===== config.mk =====
export PLATFORM = sky130hd
export DESIGN_NAME = picoblaze_rtc_port_bank
export DESIGN_NICKNAME = d
export VERILOG_FILES = /design/src/rtl/picoblaze_rtc_port_bank.sv
export SDC_FILE = /design/constraint.sdc
export NUM_CORES = 1
export LEC_CHECK = 0
export CAP_MARGIN = 20
export CORE_MARGIN = 1
export CORE_UTILIZATION = 35
export DETAILED_ROUTE_END_ITERATION = 6
export SLEW_MARGIN = 20
export SYNTH_ARGS = -nofsm -noshare
export SYNTH_HDL_FRONTEND = slang
export SYNTH_SLANG_ARGS = --single-unit

===== constraint.sdc =====
create_clock -name clk -period 11.3 [get_ports clk]
set_clock_uncertainty 0.2 [all_clocks]
set_input_delay 2.26 -clock clk [delete_from_list [all_inputs] [get_ports clk]]
set_output_delay 2.26 -clock clk [all_outputs]
set_load 0.005 [all_outputs]

===== src/rtl/picoblaze_rtc_port_bank.sv =====
// picoblaze_rtc_port_bank
//   I/O port bank sitting between a PicoBlaze and the RTC transfer controller.
//   - NUM_FIELDS shadow write registers, committed atomically to wr_fields.
//   - NUM_FIELDS snapshot registers capturing rd_fields for coherent reads.
//   - Field-select register decoded to a one-hot field_en.
//   - Request/acknowledge transfer FSM with sticky done/err status bits.
//
// Ports
//   clk, reset          system clock, synchronous active-high reset
//   write_strobe        PicoBlaze OUTPUT strobe (one cycle)
//   read_strobe         PicoBlaze INPUT strobe (one cycle)
//   port_id, out_port   PicoBlaze address / write data
//   in_port             registered read data (1 cycle after port_id)
//   wr_fields           committed field values, field i at [i*DATA_W +: DATA_W]
//   commit_pulse        one-cycle pulse coincident with a wr_fields update
//   field_en            one-hot decode of the select register (0 if out of range)
//   rd_fields           live RTC field values
//   xfer_req, xfer_ack  transfer handshake: xfer_req is held high from the
//                       cycle after START until the edge that samples the
//                       one-cycle xfer_ack; an ack while idle is ignored.
module picoblaze_rtc_port_bank #(
    parameter int         NUM_FIELDS = 9,
    parameter int         DATA_W     = 8,
    parameter logic [7:0] SEL_PORT   = 8'h01,
    parameter logic [7:0] WR_BASE    = 8'h02,
    parameter logic [7:0] CMD_PORT   = 8'h0B,
    parameter logic [7:0] STAT_PORT  = 8'h0C,
    parameter logic [7:0] RD_BASE    = 8'h0D
) (
    input  logic                         clk,
    input  logic                         reset,
    input  logic                         write_strobe,
    input  logic                         read_strobe,
    input  logic [7:0]                   port_id,
    input  logic [7:0]                   out_port,
    output logic [7:0]                   in_port,
    output logic [NUM_FIELDS*DATA_W-1:0] wr_fields,
    output logic                         commit_pulse,
    output logic [NUM_FIELDS-1:0]        field_en,
    input  logic [NUM_FIELDS*DATA_W-1:0] rd_fields,
    output logic                         xfer_req,
    input  logic                         xfer_ack
);

    typedef enum logic {ST_IDLE, ST_BUSY} state_t;

    state_t            state_q, state_d;
    logic [DATA_W-1:0] shadow [NUM_FIELDS];
    logic [DATA_W-1:0] snap   [NUM_FIELDS];
    logic [7:0]        sel;
    logic              done, err;
    logic [7:0]        status;
    logic [7:0]        rd_mux;

    logic cmd_wr, cmd_commit, cmd_start, cmd_snap;
    logic done_set, err_set, stat_clr;

    assign cmd_wr     = write_strobe && (port_id == CMD_PORT);
    assign cmd_commit = cmd_wr && (out_port == 8'h01);
    assign cmd_start  = cmd_wr && (out_port == 8'h02);
    assign cmd_snap   = cmd_wr && (out_port == 8'h03);

    assign done_set = (state_q == ST_BUSY) && xfer_ack;
    assign err_set  = (state_q == ST_BUSY) && cmd_start;
    assign stat_clr = read_strobe && (port_id == STAT_PORT);

    assign xfer_req = (state_q == ST_BUSY);
    assign status   = {5'b0, err, done, xfer_req};

    // Shadow registers, commit path and snapshot capture.
    always_ff @(posedge clk) begin
        if (reset) begin
            wr_fields    <= '0;
            commit_pulse <= 1'b0;
            for (int i = 0; i < NUM_FIELDS; i++) begin
                shadow[i] <= '0;
                snap[i]   <= '0;
            end
        end else begin
            commit_pulse <= cmd_commit;
            for (int i = 0; i < NUM_FIELDS; i++) begin
                if (write_strobe && (port_id == WR_BASE + 8'(i)))
                    shadow[i] <= out_port[DATA_W-1:0];
                if (cmd_commit)
                    wr_fields[i*DATA_W +: DATA_W] <= shadow[i];
                if (cmd_snap)
                    snap[i] <= rd_fields[i*DATA_W +: DATA_W];
            end
        end
    end

    // Select register; field_en is decoded from out_port on the same edge so
    // it stays in step with sel.
    always_ff @(posedge clk) begin
        if (reset) begin
            sel      <= 8'h00;
            field_en <= NUM_FIELDS'(1);
        end else if (write_strobe && (port_id == SEL_PORT)) begin
            sel <= out_port;
            for (int i = 0; i < NUM_FIELDS; i++)
                field_en[i] <= (out_port == 8'(i));
        end
    end

    // Transfer FSM.
    always_ff @(posedge clk) begin
        if (reset) state_q <= ST_IDLE;
        else       state_q <= state_d;
    end

    always_comb begin
        state_d = state_q;
        case (state_q)
            ST_IDLE: if (cmd_start) state_d = ST_BUSY;
            ST_BUSY: if (xfer_ack)  state_d = ST_IDLE;
            default: state_d = ST_IDLE;
        endcase
    end

    // Sticky status: a set in the same cycle as clear-on-read takes priority.
    always_ff @(posedge clk) begin
        if (reset) begin
            done <= 1'b0;
            err  <= 1'b0;
        end else begin
            if (done_set)      done <= 1'b1;
            else if (stat_clr) done <= 1'b0;
            if (err_set)       err  <= 1'b1;
            else if (stat_clr) err  <= 1'b0;
        end
    end

    // Read mux, evaluated every cycle regardless of read_strobe.
    always_comb begin
        rd_mux = 8'h00;
        if (port_id == STAT_PORT) rd_mux = status;
        if (port_id == SEL_PORT)  rd_mux = sel;
        for (int i = 0; i < NUM_FIELDS; i++)
            if (port_id == RD_BASE + 8'(i))
                rd_mux[DATA_W-1:0] = snap[i];
    end

    always_ff @(posedge clk) begin
        if (reset) in_port <= 8'h00;
        else       in_port <= rd_mux;
    end

endmodule


==> out/qor.yml <==
setup_path:
  endpoint_kind: "register"
  critPathKind: "input pin to register"
  critical_path_peak_fanout: 72
  cp-endpoint: "snap[0][29]"
  crit_required_ns: 11.25
  r2r_slack_ns: 9.61
  worstReg2RegEnd: "in_port[6]"
  critPathLaunchType: "input pin"
  cp.arrival_ns: 5.24
  critPathLaunch: "port_id[5]"
  rr_worst_depth: 5
  reg2reg_from: "snap[0][22]"
detailed_routing:
  ant_nets: 0
  wl_per_cell_um: 17.0
  drtIter0Drc: 613
  drc_errors: 32
  vias: 6608
  first_pass_iters: 7
  drt_wl_total_mm: 23.4
  viasPerCell: 4.82
pwr:
  leakage_nw: 4.19
  peakVddDrop_mv: 0.0989
  powerDensity_nw_per_um2: 159
floorplan:
  io_pins: 184
  fp.coreArea_um2: 26200
  fp.dieH_um: 166
  start_util: 0.359
  std_cell_rows: 59
  die_w_um: 166
  die_area_um2: 27600
clock_tree:
  clk_latency_ns: 0.53
  cts_sinks: 245
  cts_resized: 0
  ctsHoldBuffers: 0
  post_cts_buffers: 0
  cts_root_buf: "clkbuf_16"
  clk_path_buf_depth: 3
  numCtsBuffers: 26
  tritoncts: "done"
  htreeDepth: 1
  clk_pin_slew_ns: 0.06
synth:
  synth_seq_area_share: 0.674
  synth_area_leaders: "edfxtp_1, dfxtp_1, nand2_1, a21oi_1, and2_1"
  syn-instance-count: 838
  async_reset_ff_frac: 0
  synth.distinct_cells: 49
  ys_ff_latch: 245
  synth_flop_cell: "edfxtp_1"
  synth_area_leader_cell: "edfxtp_1"
  syn_avg_cell_area_um2: 11.2
  synth_edf_count: 144
  synth_area_um2: 9420
  yosys.area.top_type_share: 0.459
  yosysWarnings: 0
  syn-num-nets: 931
timing:
  finalSetupTns_ns: 0
  maxSlewHeadroom: 0.393
  fmax_mhz: 189
  final_hold_viol_count: 0
  timing.final.crit_share: 0.468
  rsz0062_at_grt: "no"
  finalSetupViolations: 0
  worstMarginPinSlew_ns: 0.911
  layout_min_cycle_time_ns: 5.29
  slew_violations: 0
finish:
  drive_gt1_frac: 0.0794
  fin_area_um2: 12600
  fin_nets: 1106
  final_cell_mix: "nand2_1, clkdlybuf4s50_1, edfxtp_1"
  area_growth_syn_to_layout_pct: 33.3
grt:
  grt_pass1_wl_mm: 36.1
  antenna_found_initial: 2
  gr-usage-all-layers: 0.167
  gr-total-overflow: 0
  grt_max_degree: 74
  grt_pass1_vias: 6330
run_status:
  violations: "DRC"
  outcome: "finished, violations left"
placement:
  io_buffer_count: 183
  dpl-instance-area_um2: 11600
  place.detailed.hpwl_mm: 15.5
  gp_congestion: 0.775
min_path:
  hp-class: "register to register"
run:
  cap_viol_max_count: 0
==> worst min-delay path by stage <==
| stage | cells after the start | end | from | slack [ns] |
|---|---|---|---|---|
| after global routing | 2 | wr_fields[66] | wr_fields[66] | 0.27 |
| after detailed placement | 2 | wr_fields[29] | wr_fields[29] | 0.25 |
| after CTS | 2 | wr_fields[29] | wr_fields[29] | 0.26 |
| after floorplan | 2 | err | err | 0.23 |
| after global placement | 2 | wr_fields[66] | wr_fields[66] | 0.24 |
| final | 2 | wr_fields[60] | wr_fields[60] | 0.25 |
==> flip-flops by register name, summed over array words and instances (netlist names) <==
register      flops
shadow           72
snap             72
wr_fields        72
field_en          9
in_port           8
sel               8
commit_pulse      1
done              1
err               1
xfer_req          1
==> cells by family after synthesis <==
logic type	synth area share
buffers and inverters	0.0270
and+or+nand+nor	0.181
muxes	0.0177
AOI/OAI and AO/OA	0.100
DFF	0.674
==> area by class of cell <==
type	count	area, µm²
antenna	2	5.00
clock buffer	32	746
clock inverter	16	219
fill	2415	13700
inverter	7	26.3
multi-input combinational	533	2840
sequential	245	6350
tap	335	419
timing repair buffer	200	1960
==> metal layers <==
metal	share of wire	wire, µm	vias up	GRT usage
li1	-	-	3297	-
met1	0.47	11000	3049	0.238
met2	0.44	10400	223	0.259
met3	0.063	1470	37	0.0331
met4	0.022	512	2	0.0459
met5	0.00064	15	-	0
==> critical path, cell delays in order <==
cell	delay, ns
clkdlybuf4s50_1	0.48
nor4_4	0.78
nand4b_2	0.32
or3_4	0.48
o21ai_4	0.15
buf_4	0.71
==> Yosys cell counts (4+ instances only) <==
cell type and n:
nand3_1 10, clkbuf_2 7, edfxtp_1 144, dfxtp_1 101, nand4_1 7, and2_1 82
nor2_1 29, a22oi_1 5, o21ai_0 23, mux2i_1 11, a31o_2 4, nand2b_1 6
nand2_1 181, a21oi_1 110, buf_2 16, clkbuf_1 29, inv_1 5, nor4_1 7
nor3_1 14
==> power by group <==
group          leakage, nW  switching, mW  internal, mW
Sequential            2.18        0.00753         0.970
Combinational         1.54         0.0448        0.0402
Clock                0.472          0.356         0.583
==> stage by stage <==
stage | util | std cells | hold WS, ns | power [mW] | setup WS [ns]
global route | 0.479 | 1369 | 0.268 | 2.06 | 5.78
CTS | 0.478 | 1367 | 0.255 | 2.02 | 6.01
detailed placement | 0.442 | 1319 | 0.246 | 1.08 | 5.45
finish | 0.479 | 1370 | 0.253 | 2.00 | 6.01
floorplan | - | 838 | 0.232 | 1.03 | 2.12
global placement | 0.441 | 1319 | 0.244 | 1.08 | 5.53
Power figures use the tool's default switching activity.
